<file path="src/rtl/fifo_arb_pkg.sv">
// Shared definitions for the FIFO read-side round-robin arbiter:
// state encoding and the ceil(log2) helper used to size index/counter fields.
package fifo_arb_pkg;

    typedef enum logic {
        ST_IDLE  = 1'b0,
        ST_BURST = 1'b1
    } arb_state_e;

    // ceil(log2(value)); returns 0 for value <= 1
    function automatic int clog2(input int value);
        int result;
        result = 0;
        for (int v = value - 1; v > 0; v = v >> 1) begin
            result = result + 1;
        end
        return result;
    endfunction

endpackage

</file>
<file path="src/rtl/fifo_rd_rr_arbiter_rr_pick.sv">
// Rotating priority encoder: returns the first set request found when
// searching base, base+1, ... (mod N). Purely combinational.
module rr_pick
    import fifo_arb_pkg::*;
#(
    parameter int N     = 4,
    parameter int SRC_W = clog2(N)
) (
    input  logic [N-1:0]     req,
    input  logic [SRC_W-1:0] base,
    output logic [SRC_W-1:0] idx,
    output logic             any
);

    logic [SRC_W-1:0] cand_s;

    // Scan offsets from farthest to nearest so the nearest requester wins last
    always_comb begin
        idx    = {SRC_W{1'b0}};
        cand_s = {SRC_W{1'b0}};
        for (int k = N - 1; k >= 0; k--) begin
            cand_s = SRC_W'((int'(base) + k) % N);
            idx    = req[cand_s] ? cand_s : idx;
        end
        any = |req;
    end

endmodule

</file>
<file path="src/rtl/fifo_rd_rr_arbiter.sv">
// Drains N_PORTS first-word-fall-through FIFO read sides into one registered
// valid/ready stream. Ports are served round-robin with bursts of up to
// MAX_BURST pops per grant; one IDLE arbitration cycle separates grants.
module fifo_rd_rr_arbiter
    import fifo_arb_pkg::*;
#(
    parameter  int N_PORTS    = 4,
    parameter  int DATA_WIDTH = 8,
    parameter  int MAX_BURST  = 4,
    localparam int SRC_W      = clog2(N_PORTS),
    localparam int CNT_W      = clog2(MAX_BURST) + 1
) (
    input  logic                          r_clk,
    input  logic                          r_rst,
    input  logic [N_PORTS-1:0]            en_mask,
    input  logic [N_PORTS-1:0]            r_empty,
    input  logic [N_PORTS*DATA_WIDTH-1:0] r_data_bus,
    output logic [N_PORTS-1:0]            r_inc,
    output logic [DATA_WIDTH-1:0]         out_data,
    output logic [SRC_W-1:0]              out_src,
    output logic                          out_valid,
    input  logic                          out_ready,
    output logic                          busy
);

    localparam logic [N_PORTS-1:0] ONE_HOT0 = N_PORTS'(1);
    localparam logic [CNT_W-1:0]   CNT_LAST = CNT_W'(MAX_BURST - 1);
    localparam logic [SRC_W-1:0]   SRC_LAST = SRC_W'(N_PORTS - 1);

    arb_state_e            state_r;
    logic [SRC_W-1:0]      rr_ptr_r;
    logic [SRC_W-1:0]      grant_r;
    logic [CNT_W-1:0]      burst_cnt_r;
    logic [DATA_WIDTH-1:0] out_data_r;
    logic [SRC_W-1:0]      out_src_r;
    logic                  out_valid_r;

    logic [N_PORTS-1:0]    elig_s;
    logic                  grant_elig_s;
    logic                  out_free_s;
    logic                  pop_s;
    logic                  release_s;
    logic [SRC_W-1:0]      next_ptr_s;
    logic [SRC_W-1:0]      pick_idx_s;
    logic                  pick_any_s;
    logic [DATA_WIDTH-1:0] grant_data_s;

    assign elig_s       = en_mask & ~r_empty;
    assign grant_elig_s = elig_s[grant_r];
    assign out_free_s   = ~out_valid_r | out_ready;
    // Pop is suppressed combinationally while reset is asserted
    assign pop_s        = ~r_rst & (state_r == ST_BURST) & grant_elig_s & out_free_s;
    // Burst ends on the last allowed pop, or as soon as the granted port
    // is no longer eligible (empty or masked), whether or not it popped
    assign release_s    = (pop_s & (burst_cnt_r == CNT_LAST)) | ~grant_elig_s;
    assign next_ptr_s   = (grant_r == SRC_LAST) ? {SRC_W{1'b0}} : (grant_r + SRC_W'(1));
    assign grant_data_s = r_data_bus[int'(grant_r) * DATA_WIDTH +: DATA_WIDTH];

    assign r_inc     = pop_s ? (ONE_HOT0 << grant_r) : {N_PORTS{1'b0}};
    assign out_data  = out_data_r;
    assign out_src   = out_src_r;
    assign out_valid = out_valid_r;
    assign busy      = (state_r == ST_BURST);

    rr_pick #(
        .N     (N_PORTS),
        .SRC_W (SRC_W)
    ) u_rr_pick (
        .req  (elig_s),
        .base (rr_ptr_r),
        .idx  (pick_idx_s),
        .any  (pick_any_s)
    );

    // Grant/burst state machine: arbitrate in IDLE, count pops in BURST
    always_ff @(posedge r_clk) begin
        if (r_rst) begin
            state_r     <= ST_IDLE;
            rr_ptr_r    <= {SRC_W{1'b0}};
            grant_r     <= {SRC_W{1'b0}};
            burst_cnt_r <= {CNT_W{1'b0}};
        end else begin
            case (state_r)
                ST_IDLE: begin
                    if (pick_any_s) begin
                        grant_r     <= pick_idx_s;
                        burst_cnt_r <= {CNT_W{1'b0}};
                        state_r     <= ST_BURST;
                    end else begin
                        state_r     <= ST_IDLE;
                    end
                end
                ST_BURST: begin
                    if (release_s) begin
                        state_r     <= ST_IDLE;
                        rr_ptr_r    <= next_ptr_s;
                        burst_cnt_r <= {CNT_W{1'b0}};
                    end else if (pop_s) begin
                        burst_cnt_r <= burst_cnt_r + CNT_W'(1);
                    end else begin
                        burst_cnt_r <= burst_cnt_r;
                    end
                end
                default: begin
                    state_r <= ST_IDLE;
                end
            endcase
        end
    end

    // Output register: load on pop, drop valid once accepted without a refill
    always_ff @(posedge r_clk) begin
        if (r_rst) begin
            out_valid_r <= 1'b0;
            out_data_r  <= {DATA_WIDTH{1'b0}};
            out_src_r   <= {SRC_W{1'b0}};
        end else if (pop_s) begin
            out_valid_r <= 1'b1;
            out_data_r  <= grant_data_s;
            out_src_r   <= grant_r;
        end else if (out_ready & out_valid_r) begin
            out_valid_r <= 1'b0;
        end else begin
            out_valid_r <= out_valid_r;
        end
    end

endmodule
</file>
<file path="config.mk">
export PLATFORM = sky130hd
export DESIGN_NAME = fifo_rd_rr_arbiter
export DESIGN_NICKNAME = d
export VERILOG_FILES = /design/src/rtl/fifo_arb_pkg.sv /design/src/rtl/fifo_rd_rr_arbiter_rr_pick.sv /design/src/rtl/fifo_rd_rr_arbiter.sv
export SDC_FILE = /design/constraint.sdc
export NUM_CORES = 1
export LEC_CHECK = 0
export CAP_MARGIN = 20
export CORE_MARGIN = 8
export CORE_UTILIZATION = 42
export CTS_CLUSTER_SIZE = 28
export DETAILED_ROUTE_END_ITERATION = 8
export GPL_ROUTABILITY_DRIVEN = 0
export PLACE_DENSITY_LB_ADDON = 0.2
export SLEW_MARGIN = 20
export SYNTH_ARGS = -nofsm -noshare
export SYNTH_HDL_FRONTEND = slang
export SYNTH_SLANG_ARGS = --single-unit
</file>
<file path="constraint.sdc">
create_clock -name r_clk -period 2.2 [get_ports r_clk]
set_input_delay 0.44 -clock r_clk [delete_from_list [all_inputs] [get_ports r_clk]]
set_output_delay 0.44 -clock r_clk [all_outputs]
set_load 0.05 [all_outputs]
</file>
# Yosys cells after proc, flatten, opt, wreduce, memory -nomap -nowiden
# Index checks and enable logic that the tools add are counted.
[totals] register_bits=19 inputBits=43 wordCells=66
[op_classes] n_addsub=5 n_lt_le_gt_ge=5 eq_ne=4 shift=2 mux=25 bitwise=13 reduce_logical=5
[ops] operator="indexed part select 32 x 6 -> 8 bit" count=1
[ops] operator="< comparator 2 x 3 -> 1 bit, second input constant" count=5
[ops] operator="binary-select mux 1 bit (select 2 bit)" count=5
[ops] operator="two-way mux 2 bit" count=5
[ops] operator="two-way mux 1 bit" count=9
[ops] operator="two-way mux 3 bit" count=3
[ops] operator="case mux 3 bit (2 select lines)" count=1
[ops] operator="AND reduction 2 bit" count=3
[ops] operator="bitwise AND 1 bit" count=5
[ops] operator="adder 2 x 1 -> 2 bit, second input constant" count=2
[ops] operator="adder 2 bit, second input constant" count=2
[ops] operator="bitwise AND 4 bit" count=1
[ops] operator="two-way mux 4 bit" count=1
[ops] operator="inverter 1 bit" count=4
[ops] operator="inverter 4 bit" count=1
[ops] operator="OR reduction 4 bit" count=1
[ops] operator="left shift 1 x 2 -> 4 bit, first input constant" count=1
[ops] operator="adder 3 x 1 -> 3 bit, second input constant" count=1
[ops] operator="== test 3 x 2 -> 1 bit, second input constant" count=1
[ops] operator="inequality test 3 x 1 -> 1 bit, second input constant" count=1
[ops] operator="== test 2 bit, second input constant" count=1
[ops] operator="inequality test 2 bit, second input constant" count=1
[ops] operator="OR 1 bit" count=2
[ops] operator="case mux 1 bit (2 select lines)" count=1
[ops] operator="nonzero test 2 bit" count=1

# Depth between registers and ports, before layout
# Gate-level depths: netlist of the first run.
[logic_depth] ltp_word=10 mapped_depth=6

# Cells and area by module
# A second synthesis of the first run with hierarchy kept.
[unflattened] cells_unflattened=139 hier_area_um2=1239.9
[modules_own_cells] mod="fifo_rd_rr_arbiter" n_inst=1 cells_per_inst=124 area_per_inst_um2=1158.6 seq_area_each_um2=380.4
[modules_own_cells] mod="rr_pick" n_inst=1 cells_per_inst=15 area_per_inst_um2=81.3 seq_area_each_um2=0.0

# Least setup slack after synthesis of the first run
# OpenSTA, ideal clock, no wires.
[synth_timing] kind="register to output" start="register state_r (netlist: busy)" end="output r_inc[0]" arrival_time_ps=1960 required_time_ps=1760 setup_slack_ps=-200 path_stages_with_launch=6 path_buffers=2 path_cell_list="dfxtp_1 buf_2 nand2b_1 nor2_1 clkbuf_1 and3_1"
[synth_between] elab_chain_len=4
[synth_lines] element="start: declaration" line="fifo_rd_rr_arbiter.sv:30" source="arb_state_e state_r;"
[synth_lines] element="start signal: assignment" line="fifo_rd_rr_arbiter.sv:78" source="state_r <= ST_IDLE;"
[synth_lines] element="start signal: assignment" line="fifo_rd_rr_arbiter.sv:88" source="state_r <= ST_BURST;"
[synth_lines] element="start signal: assignment" line="fifo_rd_rr_arbiter.sv:90" source="state_r <= ST_IDLE;"
[synth_lines] element="bitwise AND 1 bit (3 in a row)" line="fifo_rd_rr_arbiter.sv:52" source="assign pop_s = ~r_rst & (state_r == ST_BURST) & grant_elig_s & out_free_s;"
[synth_lines] element="two-way mux 4 bit" line="fifo_rd_rr_arbiter.sv:59" source="assign r_inc = pop_s ? (ONE_HOT0 << grant_r) : {N_PORTS{1'b0}};"
[synth_lines] element="end: declaration" line="fifo_rd_rr_arbiter.sv:18" source="output logic [N_PORTS-1:0] r_inc,"
# Every way passes these cells.

# Worst setup path after layout of the first run
[layout_timing] start="input en_mask[1]" end="output r_inc[3]"
[layout_between] elab_chain_len=6
[layout_lines] element="start: declaration" line="fifo_rd_rr_arbiter.sv:15" source="input logic [N_PORTS-1:0] en_mask,"
[layout_lines] element="bitwise AND 4 bit" line="fifo_rd_rr_arbiter.sv:48" source="assign elig_s = en_mask & ~r_empty;"
[layout_lines] element="binary-select mux 1 bit (select 2 bit)" line="fifo_rd_rr_arbiter.sv:49" source="assign grant_elig_s = elig_s[grant_r];"
[layout_lines] element="two-way mux 1 bit (not written as such)" line="fifo_rd_rr_arbiter.sv:49"
[layout_lines] element="bitwise AND 1 bit (2 in a row)" line="fifo_rd_rr_arbiter.sv:52"
[layout_lines] element="two-way mux 4 bit" line="fifo_rd_rr_arbiter.sv:59"
# Every way passes these cells. The select of a mux whose other input is x is not followed.

==> flow_summary.json, run 1 <==
{
  "start_util_pct": 44.5,
  "status": "complete, no violations",
  "cts_setup_buffers": 0,
  "powerDensity_nw_per_um2": 402,
  "p_leak_nw": 0.846,
  "place_area_sq_um": 2190,
  "drtIter0Drc": 60,
  "grtUsageMet1_pct": 19.8,
  "grtUsageTotal_pct": 16.3,
  "cts-buffers-inserted": 3,
  "worstPathMaxFanout": 5,
  "cpMaxStageDelayCell": "mux4_2",
  "required_ps": 1760,
  "ys_seq_area_share_pct": 27.8,
  "tns_ps": 0,
  "p_switching_mw": 0.291,
  "clock_sinks": 19,
  "die-area_sq_um": 5340,
  "core_area_sq_um": 3080,
  "insertion_delay_ps": 300,
  "async_reset_ff_share_pct": 0,
  "use_met3_pct": 3.57,
  "synth_top_family_by_area": "compound AO/OA/AOI/OAI gates",
  "synth-compound-area-share_pct": 23.7,
  "synth_common_cells": "28 x a21oi_1, 19 x dfxtp_1, 18 x mux2i_1",
  "synth_nets": 212,
  "pwr-share-comb_pct": 38.6,
  "setup_slack_ps": 57.6,
  "hold_class": "reg -> reg",
  "drt-vias-per-instance": 5.26,
  "first_pass_iters": 4,
  "cp.arrival_ps": 1700,
  "synthMuxAreaShare_pct": 18.9,
  "period_share_pct": 97.4,
  "die_w_um": 73.1,
  "cts-root-buf": "clkbuf_4",
  "internal_power_mw": 0.614,
  "wl_per_cell_um": 15.0,
  "fin_crit_ps": 2140,
  "busiest_layer": "met2",
  "worstSetupEndpointType": "output port",
  "synthTopCellsByArea": "dfxtp_1 28%, mux2i_1 13%, a21oi_1 10%",
  "crit_chain": "dlygate4sd2_1, nor2b_2, mux4_2, and3_4, buf_12",
  "timing.hold.ws_ps": 475,
  "postCtsHoldBufs": 0,
  "postSynthCellCount": 163,
  "grt_pass1_wl_um": 7010,
  "clkPwrFrac_pct": 20.1,
  "overflow": 0,
  "fin_area_sq_um": 2250,
  "setup.worst_path.start_class": "primary input",
  "yosys_warnings": 0,
  "dpl_worst_slack_ps": -203,
  "hpwl_um": 3440,
  "ys_ff_latch": 19,
  "drt_wl_total_um": 4210,
  "p_seq_share_pct": 41.3,
  "htree_levels": 1,
  "fmax_mhz": 467,
  "port_buffers": 58,
  "synth_fa_ha_area_share_pct": 5.48,
  "yosysMostFrequentCell": "a21oi_1",
  "grt_max_degree": 24,
  "clk_pin_slew_worst_paths_ps": 110,
  "drc": 0,
  "use_met2_pct": 26.9,
  "clock_skew_ps": 1.87,
  "synth-edff-count": 0,
  "fillers": 232,
  "maxCapViolCount": 0,
  "vias": 1477,
  "grt_pass1_vias": 1586,
  "syn_to_final_growth_pct": 64.5,
  "swShare_pct": 32.1,
  "cts_buffer_depth": 2,
  "synth_simple_gate_area_share_pct": 20.0,
  "drive_above_1_share_pct": 19.0,
  "drv_slew": 0,
  "num_antenna_cells": 0,
  "rsz0062_at_grt": "no",
  "tightest_slew_ps": 518,
  "synth.avg_cell_area_sq_um": 8.40,
  "die_y_um": 73.1,
  "syn_area_sq_um": 1370,
  "antenna_found_initial": 0,
  "ir_drop_v": 0.000198,
  "synth_flop_cell": "dfxtp_1",
  "tritoncts": "yes",
  "synth-xor-area-share_pct": 0,
  "ioPinCount": 59,
  "synth_largest_area_cell": "dfxtp_1",
  "row_count": 20,
  "crit_type": "in -> out",
  "drtAntennaViolNets": 0,
  "yosys.cell_types.count": 34,
  "finalHoldViolCount": 0,
  "fin_nets": 287,
  "synth_top_cell_area_share_pct": 27.8,
  "max_stage_delay_ps": 530,
  "setup_viol": 0,
  "max-slew-margin-rel_pct": 65.4
}
[cells in the final DEF (no fill, tap or decap), drive strengths merged, types with 6 or more instances in the layout]
master and count:
buf 26, nor2b 7, ha 6, a21oi 28
dlygate4sd2 8, dfxtp 19, mux2i 18, nand2b 12
o21ai 21, clkdlybuf4s50 46
[final cells by class]
type	instances	area [sq um]	area share, %
multi-input cells	130	985	43.7
repair buffers	80	788	35.0
flip-flops and latches	19	382	16.9
well taps	44	55.1	2.44
clock buffers	3	22.5	1.00
inverters	4	15.0	0.667
clock inverters	1	5.00	0.222
[per-layer routing]
layer / vias to the layer above / wire length [um]
li1: 752 / -
met3: 6 / 253
met4: 0 / 78
met5: - / 0
met1: 668 / 1940
met2: 51 / 1940
[metrics by stage]
stage / std cells / util [%] / power (mW)
final: 281 / 73.2 / 0.905
after global routing: 281 / 73.2 / 0.952
after CTS: 281 / 73.0 / 0.908
after detailed placement: 277 / 71.1 / 0.726
after global placement: 277 / 71.1 / 0.717
after floorplan: 163 / - / 0.554
[registers in the layout (all words and copies together), names as in the netlist]
name and cells:
out_data 8, out_src 2, rr_ptr_r 2, burst_cnt_r 3
out_valid 1, busy 1, grant_r 2
[worst max-delay path, delay by kind of cell]
kind / cells / cell delay (ps)
buffers and inverters: 2 / 380
AND/OR/NAND/NOR: 2 / 340
multiplexers: 1 / 530
[cell families after synthesis]
| kind of cell | after synthesis |
|---|---|
| and+or+nand+nor | 44 |
| muxes | 22 |
| DFF | 19 |
| AOI/OAI and AO/OA | 58 |
| buffers and inverters | 14 |
| adders and majority gates | 6 |
[what timing repair did]
item                                    CTS  global route
endpoints found under the setup margin    4             2
resized for setup                        20             1
pin swaps                                 4             0
[power groups by stage]
stage	combinational (mW)	sequential [mW]	clock (mW)
floorplan	0.152	0.402	0
global placement	0.336	0.380	0
detailed placement	0.344	0.381	0
CTS	0.348	0.374	0.186
global route	0.376	0.376	0.200
finish	0.350	0.374	0.182
[worst paths after layout]
check        cells past startpoint  slack, ps                       end                     from
max                              5         60                  r_inc[3]               en_mask[1]
min                              2        480   out_src[0]$_SDFFE_PP0P_  out_src[0]$_SDFFE_PP0P_
max reg2reg                      5        370  out_data[2]$_SDFFE_PP0P_  grant_r[0]$_SDFFE_PP0P_
min reg2reg                      2        480   out_src[0]$_SDFFE_PP0P_  out_src[0]$_SDFFE_PP0P_
No activity file was read; power rests on OpenSTA's default activity.
==> inputs of run 2 (changes only) <==
--- a/config.mk
+++ b/config.mk
@@ -6,7 +6,7 @@
 export NUM_CORES = 1
 export LEC_CHECK = 0
 export CAP_MARGIN = 20
-export CORE_MARGIN = 8
+export CORE_MARGIN = 5
 export CORE_UTILIZATION = 42
 export CTS_CLUSTER_SIZE = 28
 export DETAILED_ROUTE_END_ITERATION = 8
==> run 2 against run 1 <==
  * Flip-flop and latch count stayed put
  * Cell count is 0.36% higher
  * Design area is 0.22% lower
  * Global-route usage is 3.0 points higher
  * Wire length is 3.4% lower
  * Via count is 3.2% higher
  * Non-clock buffer count is 1 higher
  * Hold slack better by 5.8 ps
  * Fmax is 0.31% lower
  * Die area is 16% lower
  * Count of clock-buffer cells in the layout stayed put
  * Critical endpoint unchanged
  * Largest cell class unchanged
==> flow_summary.json, run 2 (synthesis results as in run 1) <==
{
  "cts_buffer_depth": 2,
  "rr_startpoint": "grant_r[0]$_SDFFE_PP0P_",
  "crit_chain": "dlygate4sd2_1, nor2b_2, mux4_2, and3_4, buf_12",
  "ff2ff_path_depth": 5,
  "swShare_pct": 32.0,
  "holdPathEnd": "out_src[0]$_SDFFE_PP0P_",
  "hpwl_um": 3350,
  "postCtsHoldBufs": 0,
  "ioPinCount": 59,
  "drive_above_1_share_pct": 18.9,
  "cp.arrival_ps": 1710,
  "dpl_worst_slack_ps": -195,
  "htree_levels": 1,
  "clkPwrFrac_pct": 20.0,
  "grt_pass1_wl_um": 6660,
  "tightest_slew_ps": 524,
  "use_met3_pct": 2.70,
  "rrSetupSlack_ps": 380,
  "drt-vias-per-instance": 5.41,
  "core_area_sq_um": 3080,
  "setup_slack_ps": 50.9,
  "grtUsageMet1_pct": 24.2,
  "num_antenna_cells": 0,
  "period_share_pct": 97.7,
  "status": "complete, no violations",
  "ir_drop_v": 0.000187,
  "antenna_found_initial": 0,
  "clock_skew_ps": 1.95,
  "grt_max_degree": 24,
  "cpMaxStageDelayCell": "mux4_2",
  "cts-buffers-inserted": 3,
  "r2r-end": "out_data[6]$_SDFFE_PP0P_",
  "largest_reg_flops": 8,
  "fmax_mhz": 465,
  "required_ps": 1760,
  "internal_power_mw": 0.615,
  "maxCapViolCount": 0,
  "drc": 0,
  "p_leak_nw": 0.846,
  "max_stage_delay_ps": 520,
  "drtAntennaViolNets": 0,
  "crit_type": "in -> out",
  "wl_per_cell_um": 14.4,
  "setup.worst_path.start_class": "primary input",
  "p_switching_mw": 0.289,
  "setup_viol": 0,
  "p_seq_share_pct": 41.3,
  "fin_nets": 288,
  "seqCellArea_sq_um": 382,
  "finalHoldViolCount": 0,
  "fin_util_pct": 73.0,
  "pwr-share-comb_pct": 38.7,
  "cts-root-buf": "clkbuf_4",
  "start_util_pct": 44.5,
  "die_y_um": 67.1,
  "row_count": 20,
  "clock_sinks": 19,
  "vias": 1525,
  "syn_to_final_growth_pct": 64.2,
  "drt_wl_total_um": 4070,
  "worstSetupEndpointType": "output port",
  "insertion_delay_ps": 300,
  "port_buffers": 58,
  "final_cell_mix": "46 x clkdlybuf4s50_1, 28 x a21oi_1, 22 x buf_4",
  "fin_crit_ps": 2150,
  "multi_input_area_sq_um": 972,
  "overflow": 0,
  "worstPathMaxFanout": 5,
  "grtUsageTotal_pct": 19.3,
  "die-area_sq_um": 4500,
  "powerDensity_nw_per_um2": 403,
  "die_w_um": 67.1,
  "drtIter0Drc": 108,
  "rsz0062_at_grt": "no",
  "max-slew-margin-rel_pct": 65.0,
  "holdCritStartpoint": "out_src[0]$_SDFFE_PP0P_",
  "holdPathStages": 2,
  "tritoncts": "yes",
  "drv_slew": 0,
  "layout_commonest_cell": "clkdlybuf4s50_1",
  "use_met2_pct": 33.4,
  "busiest_layer": "met2",
  "hold_class": "reg -> reg",
  "clk_pin_slew_worst_paths_ps": 110,
  "grt_pass1_vias": 1509,
  "total_power_mw": 0.905,
  "first_pass_iters": 4,
  "fillers": 235
}
-- run 2: cell count changes in the layout (fill, tap and decap cells not counted) --
cell / before / now
nor2b_1: 3 / 4
nor2b_4: 3 / 2
nor2_2: 0 / 1
nor2_4: 1 / 0
buf_4: 21 / 22
-- run 2: final cells by class --
cell class / count / area share (%)
Multi-Input combinational cell: 130 / 43.3
Timing Repair Buffer: 81 / 35.4
Sequential cell: 19 / 17.0
Tap cell: 44 / 2.45
Clock buffer: 3 / 1.00
Inverter: 4 / 0.668
Clock inverter: 1 / 0.223
-- run 2: worst max-delay path: cells and delay by family --
| kind | cells | cell delay, ps |
|---|---|---|
| mux | 1 | 520 |
| buf+inv | 2 | 380 |
| simple gates | 2 | 360 |
-- run 2: how the worst max path moves through the flow --
stage / startpoint / to / slack [ps] / cells past startpoint
floorplan: busy$_SDFF_PP0_ / r_inc[0] / 90 / 5
global placement: en_mask[0] / r_inc[3] / -170 / 5
detailed placement: en_mask[1] / r_inc[3] / -200 / 5
CTS: en_mask[1] / r_inc[3] / 50 / 5
global route: r_rst / r_inc[3] / 9 / 5
finish: en_mask[1] / r_inc[3] / 50 / 5
-- run 2: per-layer routing --
| metal | routed length [um] | vias up |
|---|---|---|
| met5 | 0 | - |
| met4 | 41 | 0 |
| met3 | 223 | 6 |
| met2 | 2000 | 50 |
| met1 | 1800 | 712 |
| li1 | - | 757 |
-- run 2: per-stage QoR --
stage	instance area, sq um	setup TNS (ps)	instances	hold slack (ps)
CTS	2250	0	282	481
global route	2250	0	282	514
detailed placement	2190	-2220	277	464
global placement	2190	-1410	277	459
finish	2250	0	282	481
floorplan	1380	0	163	452
-- run 2: power groups by stage --
stage | combinational [mW] | clock, mW | sequential (mW)
global placement | 0.336 | 0 | 0.380
detailed placement | 0.344 | 0 | 0.381
finish | 0.350 | 0.181 | 0.374
floorplan | 0.152 | 0 | 0.402
CTS | 0.349 | 0.183 | 0.373
global route | 0.378 | 0.200 | 0.376
-- run 2: timing repair --
item | 4_1_cts | 5_1_grt
buffers inserted | 1 | 0
setup endpoints to repair | 4 | 0
resized for setup | 18 | 0
==> inputs of run 3 (changes only) <==
--- a/config.mk
+++ b/config.mk
@@ -6,12 +6,14 @@
 export NUM_CORES = 1
 export LEC_CHECK = 0
 export CAP_MARGIN = 20
+export CORE_ASPECT_RATIO = 1.25
 export CORE_MARGIN = 5
 export CORE_UTILIZATION = 42
 export CTS_CLUSTER_SIZE = 28
 export DETAILED_ROUTE_END_ITERATION = 8
 export GPL_ROUTABILITY_DRIVEN = 0
 export PLACE_DENSITY_LB_ADDON = 0.2
+export SKIP_CTS_REPAIR_TIMING = 1
 export SLEW_MARGIN = 20
 export SYNTH_ARGS = -nofsm -noshare
 export SYNTH_HDL_FRONTEND = slang
==> run 3 against run 2 <==
  * First-iteration DRC count down 44%
  * Register-to-register slack about the same
  * Critical path depth unchanged
  * Setup slack about the same
  * Die area up 0.15%
  * Core utilization down 1.4 points
  * Via count down 0.20%
  * Wire length up 6.0%
  * Cell count down 3.2%
  * Hold slack worse by 6.6 ps
  * Non-clock buffer count down 2
  * Largest cell class unchanged
  * Largest power group unchanged
==> flow_summary.json, run 3 (synthesis results as in run 1) <==
{
  "grt_pass1_wl_um": 6850,
  "seqCellArea_sq_um": 383,
  "instances_no_fill": 273,
  "layout_commonest_cell": "clkdlybuf4s50_1",
  "drtIter0Drc": 60,
  "wl_per_cell_um": 15.8,
  "drive_above_1_share_pct": 18.2,
  "hpwl_um": 3440,
  "drt_wl_total_um": 4310,
  "syn_to_final_growth_pct": 65.6,
  "dpl_worst_slack_ps": -231,
  "setup_viol": 0,
  "die_y_um": 73.8,
  "vias": 1522,
  "core_area_sq_um": 3170,
  "powerDensity_nw_per_um2": 428,
  "fin_area_sq_um": 2270,
  "setup.worst_path.start_class": "primary input",
  "clock_skew_ps": 9.76,
  "drv_slew": 0,
  "period_share_pct": 97.7,
  "tns_ps": 0,
  "final_cell_mix": "46 x clkdlybuf4s50_1, 28 x a21oi_1, 20 x buf_4",
  "tightest_slew_ps": 505,
  "drt-vias-per-instance": 5.58,
  "drc": 0,
  "status": "complete, no violations",
  "total_power_mw": 0.971,
  "hold_class": "reg -> reg",
  "cp.arrival_ps": 1710,
  "first_pass_iters": 4,
  "cts-root-buf": "clkbuf_8",
  "cts_buffer_depth": 2,
  "fmax_mhz": 465,
  "clock_sinks": 19,
  "die-area_sq_um": 4510,
  "row_count": 23,
  "start_util_pct": 43.2,
  "fillers": 261,
  "max-slew-margin-rel_pct": 66.2,
  "grt_pass1_vias": 1512,
  "antenna_found_initial": 0,
  "overflow": 0,
  "multi_input_area_sq_um": 967,
  "p_leak_nw": 0.899,
  "num_antenna_cells": 0,
  "ir_drop_v": 0.000330,
  "fin_crit_ps": 2150,
  "finalHoldViolCount": 0,
  "clk_pin_slew_worst_paths_ps": 60,
  "port_buffers": 58,
  "worstSetupEndpointType": "output port",
  "place_inst": 268,
  "grt_max_degree": 24,
  "place_area_sq_um": 2160,
  "setup_slack_ps": 50.9,
  "htree_levels": 1,
  "die_w_um": 61.1,
  "rsz0062_at_grt": "no",
  "maxCapViolCount": 0,
  "timing.hold.ws_ps": 475,
  "drtAntennaViolNets": 0,
  "insertion_delay_ps": 260,
  "fin_util_pct": 71.6,
  "cts-buffers-inserted": 3,
  "largest_reg_flops": 8,
  "grtUsageTotal_pct": 19.6,
  "worstPathMaxFanout": 6,
  "fin_nets": 286,
  "crit_type": "in -> out",
  "ioPinCount": 59,
  "required_ps": 1760,
  "tritoncts": "yes"
}
[run 3: power by group]
part           switching [mW]  total, mW  internal, mW
Clock                   0.113      0.241         0.129
Combinational           0.162      0.352         0.190
Sequential             0.0180      0.378         0.360
[run 3: final timing paths]
path,from,end,slack (ps),cells after the start
worst max-delay path,out_ready,r_inc[0],50,5
worst min-delay path,out_src[0]$_SDFFE_PP0P_,out_src[0]$_SDFFE_PP0P_,470,2
worst max register to register,grant_r[0]$_SDFFE_PP0P_,out_data[3]$_SDFFE_PP0P_,390,5
worst min register to register,out_src[0]$_SDFFE_PP0P_,out_src[0]$_SDFFE_PP0P_,470,2
[run 3: area by class of cell]
| type | instances | share of cell area (%) |
|---|---|---|
| multi-input combinational | 130 | 42.7 |
| timing repair buffer | 79 | 35.8 |
| clock buffer | 4 | 1.99 |
| sequential | 19 | 16.9 |
| inverter | 4 | 0.662 |
| tap | 37 | 2.04 |
[run 3: worst max-delay path: stages]
cell and delay (ps):
clkdlybuf4s50_1 480, nor2b_1 90, nor2_2 290, and3_4 260
buf_12 130
[run 3: routing by layer]
layer | share of wire, % | track usage [%] | wire (um) | vias up
li1 | - | - | - | 749
met2 | 53 | 34.8 | 2270 | 67
met5 | 0 | 0 | 0 | -
met4 | 1.8 | 7.71 | 78 | 0
met3 | 6.5 | 3.34 | 280 | 6
met1 | 39 | 22.5 | 1680 | 700
